[src/rtl/bit_reverse_collect.sv]
// Serial-to-parallel frame collector: bit k of each frame lands at index bitrev(k).
// A one-frame holding register lets the next frame assemble while the current one drains.
module bit_reverse_collect #(
  parameter int N     = 256,
  parameter int LOG2N = 8
) (
  input  logic         clk,
  input  logic         rst_n,
  input  logic         in_valid,
  output logic         in_ready,
  input  logic         in_bit,
  input  logic         in_last,
  output logic         out_valid,
  input  logic         out_ready,
  output logic [N-1:0] out_data,
  output logic         frame_err
);

  // N is a power of two, so the terminal count is all ones.
  localparam logic [LOG2N-1:0] CNT_MAX = {LOG2N{1'b1}};

  typedef enum logic {
    S_COLLECT,
    S_WAIT
  } state_t;

  state_t           state;
  logic [LOG2N-1:0] cnt;
  logic [LOG2N-1:0] rev_idx;
  logic [N-1:0]     asm_buf;
  logic [N-1:0]     merged;
  logic             accept;
  logic             drain;

  function automatic logic [LOG2N-1:0] bitrev(input logic [LOG2N-1:0] k);
    logic [LOG2N-1:0] r;
    for (int i = 0; i < LOG2N; i++) begin
      r[i] = k[LOG2N-1-i];
    end
    return r;
  endfunction

  assign accept = in_valid && in_ready;
  assign drain  = out_valid && out_ready;

  // Assembly buffer with the current beat already merged in, so a completing
  // beat can be forwarded straight to out_data on the same edge.
  always_comb begin
    rev_idx         = bitrev(cnt);
    merged          = asm_buf;
    merged[rev_idx] = in_bit;
  end

  always_ff @(posedge clk) begin
    if (!rst_n) begin
      state     <= S_COLLECT;
      cnt       <= '0;
      asm_buf   <= '0;
      out_valid <= 1'b0;
      out_data  <= '0;
      frame_err <= 1'b0;
      in_ready  <= 1'b0;
    end else begin
      frame_err <= 1'b0;
      if (drain) begin
        out_valid <= 1'b0;
      end
      case (state)
        S_COLLECT: begin
          in_ready <= 1'b1;
          if (accept) begin
            if (cnt == CNT_MAX) begin
              cnt       <= '0;
              frame_err <= !in_last;
              if (!out_valid || out_ready) begin
                out_data  <= merged;
                out_valid <= 1'b1;
                asm_buf   <= '0;
              end else begin
                asm_buf  <= merged;
                state    <= S_WAIT;
                in_ready <= 1'b0;
              end
            end else if (in_last) begin
              cnt       <= '0;
              asm_buf   <= '0;
              frame_err <= 1'b1;
            end else begin
              cnt     <= cnt + 1'b1;
              asm_buf <= merged;
            end
          end
        end
        S_WAIT: begin
          if (drain) begin
            out_data  <= asm_buf;
            out_valid <= 1'b1;
            asm_buf   <= '0;
            state     <= S_COLLECT;
            in_ready  <= 1'b1;
          end
        end
        default: begin
          state    <= S_COLLECT;
          in_ready <= 1'b0;
        end
      endcase
    end
  end

endmodule

[config.mk]
export PLATFORM = sky130hd
export DESIGN_NAME = bit_reverse_collect
export DESIGN_NICKNAME = d
export VERILOG_FILES = /design/src/rtl/bit_reverse_collect.sv
export SDC_FILE = /design/constraint.sdc
export NUM_CORES = 1
export LEC_CHECK = 0
export CORE_ASPECT_RATIO = 0.9
export CORE_MARGIN = 2
export CORE_UTILIZATION = 30
export CTS_BUF_LIST = sky130_fd_sc_hd__clkbuf_2 sky130_fd_sc_hd__clkbuf_4 sky130_fd_sc_hd__clkbuf_8
export CTS_CLUSTER_DIAMETER = 100
export DETAILED_ROUTE_END_ITERATION = 12
export GPL_ROUTABILITY_DRIVEN = 0
export PLACE_DENSITY_LB_ADDON = 0.3
export REMOVE_ABC_BUFFERS = 1
export SYNTH_ARGS = -nofsm -noshare
export SYNTH_HDL_FRONTEND = slang
export SYNTH_SLANG_ARGS = --single-unit
[constraint.sdc]
create_clock -name clk -period 3.4 [get_ports clk]
set_clock_uncertainty 0.1 [all_clocks]
set_input_delay 0.68 -clock clk [delete_from_list [all_inputs] [get_ports clk]]
set_output_delay 0.68 -clock clk [all_outputs]
set_load 0.03 [all_outputs]
# Yosys cells after proc, flatten, opt, wreduce, memory -nomap -nowiden
# Cells that the tools add are included.
# op_classes
n_eq_ne	5
bitwise	3
magnitude_cmp	2
n_reduce_logical	10
n_mux	34
add_sub_neg	1
# op_table
cell	count
256-bit 2-to-1 mux	9
256-bit case mux with 2 select lines	2
256-bit bitwise mux	1
1-bit 2-to-1 mux	16
8-bit 2-to-1 mux	2
8-bit by 9-bit < comparator with 1-bit output, second input constant	1
8-bit by 1-bit adder with 8-bit output, second input constant	1
1-bit demux with 8-bit select	1
8-bit == test, second input constant	1
8-bit by 1-bit greater-or-equal comparator with 1-bit output, second input constant	1
2-bit != test, second input constant	3
1-bit case mux with 2 select lines	3
2-bit AND reduction	2
4-bit AND reduction	1
1-bit logical AND	3
1-bit inverter	3
3-bit OR reduction	1
1-bit logical NOT	2
2-bit by 1-bit != test with 1-bit output, second input constant	1
1-bit logical OR	1
# word_totals
output_inout_bits	259
reg_bits	524
elab_cells	62
in_bits	6

# Logic depth before layout (Yosys ltp)
# logic_depth
word_depth	9
mapped_depth	10

# Least setup slack after synthesis
# Ideal clock, no wire load.
# synth_timing
path_type	input-to-reg
start	in in_valid
end	reg asm_buf[168]
path_buffers	5
required_time_ns	3.170
cell_stages	9
arrival_ns	2.175
slack_ns	0.994
cell_sequence	and3b_1 > buf_2 > buf_1 > nor3_1 > nor3_1 > buf_2 > buf_2 > buf_2 > o22ai_1
# synth_between
elab_chain_cells	3
# synth_lines
item	line_no	text
from (decl)	9	input logic in_valid,
1-bit logical AND	43	assign accept = in_valid && in_ready;
2-bit != test (no line)	-	
2-bit AND reduction (no line)	-	
to (signal assigned)	80	asm_buf <= merged;
to (signal assigned)	90	asm_buf <= merged;
to (decl)	30	logic [N-1:0] asm_buf;
# Every way passes these cells.
# A chain may end at the register's enable or synchronous reset.

# Worst setup path after layout
# layout_timing
start	reg out_valid
end	out out_valid
# layout_lines
item	line_no	text
from (decl)	13	output logic out_valid,
from (signal assigned)	59	out_valid <= 1'b0;
from (signal assigned)	66	out_valid <= 1'b0;
from (signal assigned)	77	out_valid <= 1'b1;
# No word-level cell between the ends.

==> results.txt <==
----------------------------------------------------
[Timing]
  Tightest slew margin relative to the limit ... between 20% and 30%
  Setup-failing EPs final ... 0
  Tmin final ... 2.77 ns
  Final hold vios ... 0
  Number of max-slew violations in the final report ... 0
  Maximum operating frequency ... between 0.3 and 0.4 GHz
  Pin slew with the least headroom to its limit ... 1.14 ns
  Final clock period utilization by the worst path ... between 80% and 90%
  RSZ-0062 raised after global routing ... no

[Clock network]
  Clk Tree Root Cell ... clkbuf_8
  Post-CTS Setup Repair Bufs ... 0
  Clock edge transition at the registers on the reported setup and hold paths ... 0.07 ns
  Sinks on Clock Net ... between 500 and 600
  H-Tree Depth ... 3
  Insertion delay of the later-clocked pin in the worst-skew pair ... slightly below 0.7 ns
  TritonCTS buffer count ... 94
  Post-cts resize count ... 0
  Clock tree from TritonCTS ... yes
  Cts-stage hold buffer count ... 0
  Maximum root-to-sink buffer count ... 3

[Pwr]
  Sequential share of power ... 47.3%
  Share of total power consumed by net switching ... 23.3%
  Combinational share of power ... 3.1%
  Total power of the final layout ... 13.0 mW
  Net Sw Power ... 3.02 mW
  P_int ... 9.97 mW
  Leakage power summed over all cells ... 8.45 nW
  Clock network fraction of design power ... about half
  VDD IR max ... around 0.26 mV
  PwrDens ... 440 nW/um2

[Finish]
  Area of all placed cells without fillers ... 29,500 um2
  Share of the core filled with cells ... 38.5%
  Synth-to-Final Area Change ... 26.6%
  Number of nets in the final layout ... 3,022
  Proportion of layout cells with a drive suffix above 1 ... 12.7%

[Setup path]
  Worst path slowest cell ... clkdlybuf4s50_1
  Crit Path Max Fanout ... 6
  Register-to-register setup slack ... 0.71 ns
  Slowest cell delay on critical path ... 0.82 ns
  Ordered cell list for the critical path ... clkdlybuf4s50_1
  Crit path kind ... reg2out
  Worst Path Arrival ... 1.99 ns
  Count of cells along the worst register-to-register path ... 6
  Data required time at the worst endpoint ... 2.62 ns
  Kind of cell adding the most delay to the critical path ... buffers and inverters
  Worst flop-to-flop path endpoint ... asm_buf[253]$_SDFFE_PN0P_
  Crit path capture type ... primary output
  Worst setup SP type ... flip-flop
  Worst flop-to-flop path startpoint ... cnt[6]$_SDFFE_PN0P_
  Worst Path Buf+Inv ... 1

[Worst hold path]
  Worst min-delay path startpoint ... asm_buf[179]$_SDFFE_PN0P_
  WHS Path Cells ... 2
  Class of the tightest hold or removal check ... reg2reg
  Endpoint, Worst Hold ... out_data[179]$_SDFFE_PN0P_

[Global route]
  Global-route wire length before repair ... 139,000 um
  Total grt overflow ... 0
  Maximum number of pins on one net before global-route repair ... 197
  Via count of the first global-routing pass ... 21.2k
  Combined global-route utilization of all metal layers ... 22.3%
  Initial antenna violation count ... 1

[Placed design]
  Final HPWL from detailed placement ... 57,200 um
  Instance area at placement ... 27,500 um2
  Port buffer count ... approximately 260

[Logic synthesis]
  Number of enable flip-flop cells after synthesis ... 0
  Cell area after synthesis ... between 20,000 and 25,000 um2
  Synth Area per Inst ... 8.11 um2
  Most used flip-flop cell after synthesis ... dfxtp_1
  Register bit count reported by yosys ... 524
  Syn Inst Count ... around 2.9k
  Async set or reset register ratio after synthesis ... 0%
  Sequential element share of the synthesized area ... 45.0%
  Number of distinct library cells after synthesis ... 55
  Count of warnings emitted by yosys ... 0

[Floorplanning]
  Starting density of the core ... 30.4%
  Vertical extent of the die ... 268 um
  X dimension of the die ... 298 um
  Top-Level Pins ... between 200 and 300
  Core Area ... 76,600 um2
  Overall die area ... 80,000 um2
  Site Rows ... 96

[Routing]
  Met3 WL post-DR ... between 7000 and 8000 um
  Via count normalized by instance count ... 5.63
  Met2 WL post-DR ... 41,100 um
  DRT antenna net count ... 0
  Mean routed wirelength per cell ... 22.7 um
  Met1 layer wirelength in the final routing ... 42,700 um
  Routed Wire Length ... 93,300 um
  Iter 0 DRT Violations ... 2,163
  Highest routed layer ... met4
  Router iterations before antenna repair ... 8
  DRC violation count after routing ... 0
  DR vias ... 23.1k

[Job]
  Number of max-cap violations ... 0

[Run status]
  Result of the run ... complete, no violations

----------------------------------------------------
worst max path at each step:
stage                         start                        end  cells past startpoint
2_1_floorplan             out_ready  asm_buf[239]$_SDFFE_PN0P_                      4
3_3_place_gp                  rst_n  asm_buf[240]$_SDFFE_PN0P_                      8
3_5_place_dp               in_valid  asm_buf[240]$_SDFFE_PN0P_                      8
4_1_cts        out_valid$_SDFF_PN0_                  out_valid                      1
5_1_grt        out_valid$_SDFF_PN0_                  out_valid                      1
6_report       out_valid$_SDFF_PN0_                  out_valid                      1
final cells by class:
type | count | area, um2
fillers | 7772 | 47100
repair buffers | 433 | 4240
flip-flops and latches | 524 | 10500
well taps | 1029 | 1290
clock buffers | 150 | 1850
multi-input cells | 1954 | 11400
inverters | 5 | 26.3
clock inverters | 13 | 175
diodes | 1 | 2.50
power groups by stage:
| stage | logic, mW | clock network [mW] | registers (mW) |
|---|---|---|---|
| 2_1_floorplan | 0.182 | 0 | 6.28 |
| 3_3_place_gp | 0.401 | 0 | 6.28 |
| 3_5_place_dp | 0.401 | 0 | 6.28 |
| 4_1_cts | 0.402 | 6.52 | 6.15 |
| 5_1_grt | 0.427 | 6.79 | 6.14 |
| 6_report | 0.408 | 6.44 | 6.15 |
Yosys cell counts (21+ instances only):
library cell  instances  share of area, %
o21ai_0             255               5.5
nor4bb_1             21              0.90
a311oi_1            230               8.6
a21oi_1             262               5.6
nand3_1             237               5.1
buf_2                73               1.6
a211oi_1             26              0.84
dfxtp_1             524                45
o22ai_1             253               6.8
nand2_1             481               7.7
mux2i_1              25               1.1
clkbuf_1            297               4.8
cells by family (layout without fill, tap and decap cells):
logic type	Yosys count	in the layout	synth area share, %
xor gates and xnor gates	6	6	0.225
other	0	1	0
AOI/OAI and AO/OA	1070	1070	29.1
buffers and inverters	396	601	6.90
adders and majority gates	4	4	0.215
muxes	25	25	1.07
and+or+nand+nor	849	849	17.5
DFF	524	524	45.0
cells in the final DEF, fill, tap and decap left out, types with 12 or more instances in the layout:
cell | netlist | routed
clkbuf_4 | 0 | 34
clkbuf_8 | 0 | 117
o211ai_1 | 13 | 13
nand2_1 | 481 | 481
o22ai_1 | 253 | 253
and4b_1 | 16 | 16
dfxtp_1 | 524 | 519
clkdlybuf4s50_1 | 0 | 263
nor2_1 | 13 | 13
a21oi_1 | 262 | 262
o31ai_1 | 16 | 16
nor4b_2 | 6 | 15
a311oi_1 | 230 | 230
buf_12 | 0 | 26
o21ai_0 | 255 | 255
mux2i_1 | 25 | 25
nor3_1 | 13 | 12
nand3_1 | 237 | 237
buf_4 | 4 | 143
a211oi_1 | 26 | 26
nand4_1 | 14 | 14
layer usage:
layer  up-vias  track usage, %
met2       847            33.8
met4         0            6.52
met1     11200            31.3
met5         -               0
met3       110            5.29
li1      11000               -
per-stage QoR:
step | setup TNS (ns) | hold WS, ns | cells | setup WS (ns)
after global routing | 0 | 0.387 | 4109 | 0.584
after global placement | 0 | 0.366 | 3945 | 0.419
after detailed placement | 0 | 0.370 | 3945 | 0.368
final | 0 | 0.371 | 4109 | 0.628
after floorplan | -6246.83 | 0.358 | 2483 | -17.03
after CTS | 0 | 0.363 | 4108 | 0.606
flip-flops by register name, summed over array words and instances (netlist names):
register,flops
frame_err,1
out_data,256
state,1
cnt,8
out_valid,1
asm_buf,256
in_ready,1
(Power assumes the default switching activity.)
